<file path="src/rtl/heap_arbiter.sv">
// heap_arbiter: round-robin front end for a shared array heap.
// Owns heap memory, per-array sizes and the freed-array stack, and serialises
// array/free/push/read/write/size operations from NReq requesters.
// Optional feature macro: HEAP_ARBITER_CLEAR_EN -- zero a freshly allocated
// area (one element per cycle) before acknowledging the array operation.
module heap_arbiter #(
    parameter int MemoryElementWidth = 12,
    parameter int NArea              = 3,
    parameter int NArrays            = 4,
    parameter int NReq               = 2
) (
    input  logic                               clock,
    input  logic                               reset,
    input  logic [NReq-1:0]                    req,
    input  logic [3*NReq-1:0]                  op,
    input  logic [MemoryElementWidth*NReq-1:0] array,
    input  logic [MemoryElementWidth*NReq-1:0] index,
    input  logic [MemoryElementWidth*NReq-1:0] wdata,
    output logic [NReq-1:0]                    ack,
    output logic [MemoryElementWidth-1:0]      rdata,
    output logic                               error,
    output logic                               busy
);
    localparam int W     = MemoryElementWidth;
    localparam int DEPTH = NArrays * NArea;
    localparam int HW    = (DEPTH > 1) ? $clog2(DEPTH) : 1;   // heap index width
    localparam int AW    = $clog2(DEPTH) + 1;                 // non-wrapping address width
    localparam int NW    = $clog2(NArrays + 1);               // allocs / top counters
    localparam int SW    = (NArrays > 1) ? $clog2(NArrays) : 1;
    localparam int GW    = (NReq > 1) ? $clog2(NReq) : 1;

    localparam logic [2:0] OP_ARRAY = 3'd1;
    localparam logic [2:0] OP_FREE  = 3'd2;
    localparam logic [2:0] OP_PUSH  = 3'd3;
    localparam logic [2:0] OP_READ  = 3'd4;
    localparam logic [2:0] OP_WRITE = 3'd5;
    localparam logic [2:0] OP_SIZE  = 3'd6;

    typedef enum logic [1:0] {
        ST_IDLE  = 2'd0,
        ST_EXEC  = 2'd1,
        ST_CLEAR = 2'd2,
        ST_ACK   = 2'd3
    } state_t;

    state_t          r_state;
    state_t          w_next;

    // latched request
    logic [GW-1:0]   r_gnt;
    logic [GW-1:0]   r_prio;
    logic [2:0]      r_op;
    logic [W-1:0]    r_arr;
    logic [W-1:0]    r_idx;
    logic [W-1:0]    r_wd;

    // allocation state
    logic [NW-1:0]   r_allocs;
    logic [NW-1:0]   r_top;
    logic [W-1:0]    r_freed [NArrays];
    logic [W-1:0]    r_sizes [NArrays];
    logic [W-1:0]    r_heap  [DEPTH];

    // registered results
    logic [NReq-1:0] r_ack;
    logic [W-1:0]    r_rdata;
    logic            r_error;

`ifdef HEAP_ARBITER_CLEAR_EN
    logic [AW-1:0]   r_clr;
    logic [AW-1:0]   r_cbase;
`endif

    // arbitration / operand select
    logic [2*NReq-1:0] w_req2;
    logic [NReq-1:0]   w_rot;
    logic [GW-1:0]     w_gnt;
    logic [2:0]        w_op;
    logic [W-1:0]      w_arr;
    logic [W-1:0]      w_idx;
    logic [W-1:0]      w_wd;
    logic [NReq-1:0]   w_onehot;

    // execute datapath
    logic [SW-1:0]   w_ai;
    logic [SW-1:0]   w_tm1;
    logic [W-1:0]    w_size;
    logic [W-1:0]    w_new_n;
    logic [AW-1:0]   w_base;
    logic [AW-1:0]   w_addr;
    logic            w_arr_bad;
    logic            w_idx_bad;
    logic            w_err;
    logic [W-1:0]    w_res;
    logic            w_we;
    logic [AW-1:0]   w_waddr;
    logic [W-1:0]    w_wdat;

    assign ack   = r_ack;
    assign rdata = r_rdata;
    assign error = r_error;
    assign busy  = (r_state != ST_IDLE);

    // Round-robin pick: rotate requests so prio sits at bit 0, take the lowest set bit.
    always_comb begin
        w_req2 = {req, req};
        w_rot  = NReq'(w_req2 >> r_prio);
        w_gnt  = '0;
        for (int k = NReq - 1; k >= 0; k--) begin
            if (w_rot[k]) begin
                w_gnt = (int'(r_prio) + k >= NReq) ? GW'(int'(r_prio) + k - NReq)
                                                   : GW'(int'(r_prio) + k);
            end
        end
    end

    // Operand mux for the winning requester, and the one-hot ack for the latched one.
    always_comb begin
        w_op     = '0;
        w_arr    = '0;
        w_idx    = '0;
        w_wd     = '0;
        w_onehot = '0;
        for (int r = 0; r < NReq; r++) begin
            if (w_gnt == GW'(r)) begin
                w_op  = op[3*r +: 3];
                w_arr = array[W*r +: W];
                w_idx = index[W*r +: W];
                w_wd  = wdata[W*r +: W];
            end
            w_onehot[r] = (r_gnt == GW'(r));
        end
    end

    // Decode the latched operation: error checks, result value and heap address.
    always_comb begin
        w_ai      = r_arr[SW-1:0];
        w_tm1     = r_top[SW-1:0] - SW'(1);
        w_size    = r_sizes[w_ai];
        w_new_n   = (r_top != '0) ? r_freed[w_tm1] : W'(r_allocs);
        w_base    = AW'(w_ai) * AW'(NArea);
        w_addr    = (r_op == OP_PUSH) ? (w_base + AW'(w_size)) : (w_base + AW'(r_idx));
        w_arr_bad = (r_arr >= W'(NArrays));
        w_idx_bad = (r_idx >= W'(NArea));
        w_err     = 1'b0;
        w_res     = '0;
        case (r_op)
            OP_ARRAY: begin
                w_err = (r_top == '0) && (r_allocs == NW'(NArrays));
                w_res = w_new_n;
            end
            OP_FREE:  w_err = (r_arr >= W'(r_allocs)) || (r_top == NW'(NArrays));
            OP_PUSH: begin
                w_err = w_arr_bad || (w_size == W'(NArea));
                w_res = w_size + W'(1);
            end
            OP_READ: begin
                w_err = w_arr_bad || w_idx_bad;
                w_res = r_heap[w_addr[HW-1:0]];
            end
            OP_WRITE: w_err = w_arr_bad || w_idx_bad;
            OP_SIZE: begin
                w_err = w_arr_bad;
                w_res = w_size;
            end
            default:  w_err = 1'b1;
        endcase
        if (w_err) w_res = '0;
    end

    // Heap write port: push/write in EXEC, zero fill in CLEAR; never past the heap end.
    always_comb begin
        w_we    = 1'b0;
        w_waddr = w_addr;
        w_wdat  = r_wd;
        if (r_state == ST_EXEC && !w_err && (r_op == OP_PUSH || r_op == OP_WRITE)) begin
            w_we = 1'b1;
        end
`ifdef HEAP_ARBITER_CLEAR_EN
        if (r_state == ST_CLEAR) begin
            w_we    = 1'b1;
            w_waddr = r_cbase + r_clr;
            w_wdat  = '0;
        end
`endif
        if (w_waddr >= AW'(DEPTH)) w_we = 1'b0;
    end

    // Heap storage, deliberately not reset.
    always_ff @(posedge clock) begin
        if (w_we) r_heap[w_waddr[HW-1:0]] <= w_wdat;
    end

    // State register.
    always_ff @(posedge clock or posedge reset) begin
        if (reset) r_state <= ST_IDLE;
        else       r_state <= w_next;
    end

    // Next-state logic.
    always_comb begin
        w_next = r_state;
        case (r_state)
            ST_IDLE: if (|req) w_next = ST_EXEC;
            ST_EXEC: begin
                w_next = ST_ACK;
`ifdef HEAP_ARBITER_CLEAR_EN
                if (r_op == OP_ARRAY && !w_err) w_next = ST_CLEAR;
`endif
            end
`ifdef HEAP_ARBITER_CLEAR_EN
            ST_CLEAR: if (r_clr == AW'(NArea - 1)) w_next = ST_ACK;
`endif
            ST_ACK:  w_next = ST_IDLE;
            default: w_next = ST_IDLE;
        endcase
    end

    // Grant latch, allocation bookkeeping and registered results.
    always_ff @(posedge clock or posedge reset) begin
        if (reset) begin
            r_gnt    <= '0;
            r_prio   <= '0;
            r_op     <= '0;
            r_arr    <= '0;
            r_idx    <= '0;
            r_wd     <= '0;
            r_allocs <= '0;
            r_top    <= '0;
            r_ack    <= '0;
            r_rdata  <= '0;
            r_error  <= 1'b0;
            for (int i = 0; i < NArrays; i++) begin
                r_freed[i] <= '0;
                r_sizes[i] <= '0;
            end
`ifdef HEAP_ARBITER_CLEAR_EN
            r_clr    <= '0;
            r_cbase  <= '0;
`endif
        end else begin
            r_ack <= '0;
            case (r_state)
                ST_IDLE: begin
                    if (|req) begin
                        r_gnt <= w_gnt;
                        r_op  <= w_op;
                        r_arr <= w_arr;
                        r_idx <= w_idx;
                        r_wd  <= w_wd;
                    end
                end
                ST_EXEC: begin
                    r_rdata <= w_res;
                    r_error <= w_err;
                    if (!w_err) begin
                        case (r_op)
                            OP_ARRAY: begin
                                if (r_top != '0) r_top    <= r_top - NW'(1);
                                else             r_allocs <= r_allocs + NW'(1);
                                r_sizes[w_new_n[SW-1:0]] <= '0;
`ifdef HEAP_ARBITER_CLEAR_EN
                                r_cbase <= AW'(w_new_n[SW-1:0]) * AW'(NArea);
                                r_clr   <= '0;
`endif
                            end
                            OP_FREE: begin
                                r_freed[r_top[SW-1:0]] <= r_arr;
                                r_top                  <= r_top + NW'(1);
                            end
                            OP_PUSH:  r_sizes[w_ai] <= w_size + W'(1);
                            OP_WRITE: if (r_idx >= w_size) r_sizes[w_ai] <= r_idx + W'(1);
                            default: ;
                        endcase
                    end
                end
`ifdef HEAP_ARBITER_CLEAR_EN
                ST_CLEAR: r_clr <= r_clr + AW'(1);
`endif
                ST_ACK: begin
                    r_prio  <= (r_gnt == GW'(NReq - 1)) ? '0 : r_gnt + GW'(1);
                    r_rdata <= '0;
                    r_error <= 1'b0;
                end
                default: ;
            endcase
            if (w_next == ST_ACK && r_state != ST_ACK) r_ack <= w_onehot;
        end
    end

endmodule

</file>
<file path="config.mk">
export PLATFORM = sky130hd
export DESIGN_NAME = heap_arbiter
export DESIGN_NICKNAME = d
export VERILOG_FILES = /design/src/rtl/heap_arbiter.sv
export SDC_FILE = /design/constraint.sdc
export NUM_CORES = 1
export LEC_CHECK = 0
export ABC_AREA = 0
export ABC_CLOCK_PERIOD_IN_PS = 6300
export CAP_MARGIN = 20
export CORE_AREA = 3 3 182 184
export CTS_CLUSTER_SIZE = 20
export DETAILED_ROUTE_END_ITERATION = 16
export DIE_AREA = 0 0 185 187
export PLACE_DENSITY_LB_ADDON = 0.12
export SLEW_MARGIN = 20
export SYNTH_ARGS = -nofsm -noshare
export SYNTH_HDL_FRONTEND = slang
export SYNTH_SLANG_ARGS = --single-unit
export TNS_END_PERCENT = 1
</file>
<file path="constraint.sdc">
create_clock -name clock -period 6.3 [get_ports clock]
set_input_delay 1.26 -clock clock [delete_from_list [all_inputs] [get_ports clock]]
set_output_delay 1.26 -clock clock [all_outputs]
set_load 0.03 [all_outputs]
</file>
==> results.tsv <==
stage	metric	value	unit
outcome	status	completed	
routing	number of vias per cell	5.74	
layout	fin area	16700	µm²
sta	TNS Setup	0	ns
die	Core ar.	31600	µm²
cts	CTS buffer count	34	
placement	placed cell count	1539	
grt	largest net degree at the start of global routing	82	
die	I/O pins	98	
synth	post-synthesis net count	1194	
critical_path	kind of critical path	reg2reg	
sta	Fmax	205	MHz
synth	synthesized instance count	1078	
layout	register area	8330	µm²
critical_path	CP Launch Type	flip-flop	
die	die area	34600	µm²
layout	nets@finish	1289	
layout	area occupied by multi-input gates	5390	µm²
sta	Slew Viols, Final	0	
routing	first-pass iteration count of the detailed router	5	
synth	Most used DFF post-synth	dfrtp_1	
layout	Final Instance Count excl. Fillers	1599	
critical_path	Setup crit end kind	flip-flop	
synth	largest cells by area after synthesis	edfxtp_1 (31%), dfrtp_1 (28%), mux4_2 (7.5%)	
cts	post-cts hold buffer count	0	
cts	Max Root-Sink Buffers	3	
placement	port bufs	97	
synth	asr flop ratio synth	52.6	%
sta	worst hold slack	0.474	ns
layout	fraction of layout cells with a size suffix above 1	13.3	%
layout	Antenna Cells	0	
placement	gp weighted congestion	0.890	
critical_path	Arr. time, crit path	5.00	ns
sta	Final setup viols	0	
critical_path	CP required	6.43	ns
power	Cell Pwr Density	513	nW/µm²
grt	global-route wire length before repair	56000	µm
layout	Core Util, Final	52.8	%
synth	area share of the largest cell type after synthesis	30.6	%
routing	initial drt markers	642	
routing	post-route ant nets	0	
cts	post-CTS setup buffer count	0	
synth	Syn Std Cell Area	14100	µm²
sta	Slew @ Worst Pin	1.11	ns
flow_run	Max-Cap Viols	0	
die	Starting Density	44.7	%
sta	period utilisation layout	77.4	%
sta	fin crit period	4.87	ns
critical_path	maximum fanout along the worst path	16	
cts	Clk pin slew, worst setup/hold paths	0.06	ns
synth	post-synth cell types	62	
synth	number of synthesized register bits	304	
layout	Area Growth Syn to Fin	18.0	%
sta	final worst-path setup slack	1.43	ns
placement	dpl hpwl	24800	µm
grt	GRT Total Usage	20.9	%
min_path	Hold Crit Class	reg2reg	
sta	RSZ-0062 raised after global routing	no	
die	die width	185	µm
power	overall power	8.54	mW
synth	EDFF count, synth	144	
grt	gr ovfl total	0	
cts	H-tree depth	2	
die	Placement Rows	65	
grt	number of antenna violations at the first check in global routing	0	
routing	drt total wl	35800	µm
sta	Fin. Hold Viols	0	
placement	dpl ws	1.41	ns
cts	clock latency on the worst-skew pair	0.51	ns
synth	syn_area_per_cell	13.1	µm²
routing	DR vias	9172	
cts	clock root buffer	clkbuf_16	
cts	clk sink count	304	
routing	routed length per instance	22.4	µm
routing	final routed DRC violation total	0	
cts	CTS resizes	0	
sta	skew final	0.0139	ns
power	P_leak	6.46	nW
cts	TritonCTS clock tree	yes	
synth	Ys Warns	0	
placement	Placed Area	15500	µm²
synth	area leader, netlist	edfxtp_1	
sta	Worst slew margin	24.0	%
grt	vias in the first global route	9378	
layout	# fillers	2732	
power	peak supply drop	0.375	mV
die	Die Height	187	µm
synth	sequential fraction of the synthesis area	59.0	%
-- flip-flops by register name, indices dropped and copies added, names as in the netlist --
signal	flops
ack	2
error	1
r_allocs	3
r_arr	12
r_freed	48
r_gnt	1
r_heap	144
r_idx	12
r_op	3
r_prio	1
r_sizes	48
r_state	2
r_top	3
r_wd	12
rdata	12
-- placed cells by master, fill, tap and decap left out, drive strengths merged, types with 4 or more instances in the layout --
cell type        n
a211oi           8
a21oi           79
a22o             4
a31oi           27
and2            39
buf             23
clkbuf          47
clkdlybuf4s50   97
clkinv           6
dfrtp          160
edfxtp         144
ha              32
inv             46
mux2            17
mux2i           52
mux4            58
nand2           51
nand2b           8
nand3           11
nand4            7
nor2            97
nor2b            7
nor3            23
nor3b            4
nor4             9
o21ai           40
o22ai           24
o2bb2ai          5
xnor2           22
xor2             4
-- routing by layer --
metal	wire length, µm	share of wire [%]	GRT usage [%]
met1	15100	42	28.7
met2	18300	51	35.4
met5	0	0	0
met4	729	2.0	4.94
met3	1680	4.7	3.07
-- Yosys cell counts, types with 4 or more instances --
| cell | number |
|---|---|
| dfrtp_1 | 160 |
| edfxtp_1 | 144 |
| nor2_1 | 96 |
| a21oi_1 | 78 |
| mux2i_1 | 52 |
| nand2_1 | 51 |
| mux4_2 | 47 |
| inv_1 | 43 |
| and2_1 | 39 |
| o21ai_0 | 39 |
| clkbuf_1 | 36 |
| ha_1 | 32 |
| a31oi_1 | 27 |
| o22ai_1 | 24 |
| nor3_1 | 23 |
| xnor2_1 | 22 |
| mux2_2 | 17 |
| buf_2 | 15 |
| mux4_1 | 11 |
| nand3_1 | 10 |
| nor4_1 | 9 |
| a211oi_1 | 8 |
| nand2b_1 | 8 |
| nor2b_1 | 7 |
| nand4_1 | 6 |
| o2bb2ai_1 | 5 |
| a22o_1 | 4 |
| buf_1 | 4 |
| nor3b_1 | 4 |
| xor2_1 | 4 |
-- where the power goes --
group / internal, mW / switching, mW
clock: 1.20 / 0.783
combinational: 1.57 / 2.17
sequential: 2.43 / 0.381
total: 5.21 / 3.33
-- final timing paths --
path | startpoint | endpoint | slack (ns) | cells after the start
worst min register to register | r_sizes[7]$_DFFE_PP0P_ | r_sizes[7]$_DFFE_PP0P_ | 0.47 | 2
min in group asynchronous | reset | r_freed[11]$_DFFE_PP0P_ | 1.28 | 2
worst max-delay path | r_op[0]$_DFFE_PP0P_ | r_heap[4][0]$_DFFE_PP_ | 1.43 | 9
worst min-delay path | r_sizes[7]$_DFFE_PP0P_ | r_sizes[7]$_DFFE_PP0P_ | 0.47 | 2
worst max register to register | r_op[0]$_DFFE_PP0P_ | r_heap[4][0]$_DFFE_PP_ | 1.43 | 9
max in group asynchronous | reset | r_sizes[11]$_DFFE_PP0P_ | 3.90 | 3
-- area by class of cell --
type / count / share of cell area, %
multi-input combinational: 670 / 32.3
clock inverter: 13 / 0.947
tap: 402 / 3.02
sequential: 304 / 50.0
timing repair buffer: 120 / 6.87
inverter: 43 / 0.999
clock buffer: 47 / 5.82
-- cell families after synthesis --
| logic type | Yosys count | share of synthesized area (%) |
|---|---|---|
| AO/OA/AOI/OAI | 216 | 9.24 |
| XOR/XNOR | 26 | 1.61 |
| adder cells (fa/ha/maj) | 34 | 3.12 |
| buffers and inverters | 104 | 3.30 |
| flip-flops | 304 | 59.0 |
| multiplexers | 127 | 14.6 |
| AND/OR/NAND/NOR | 267 | 9.13 |
-- worst max-delay path, cell delays in order (launching register included) --
cell and delay [ns]:
dfrtp_1 0.60, nor2b_1 0.33, and2_1 0.38, o21ai_0 0.16, ha_2 0.21, fa_2 0.37
xor2_2 0.87, nand2_1 0.21, or3b_2 0.57, nor3_2 0.78
Power figures use the tool's default switching activity.
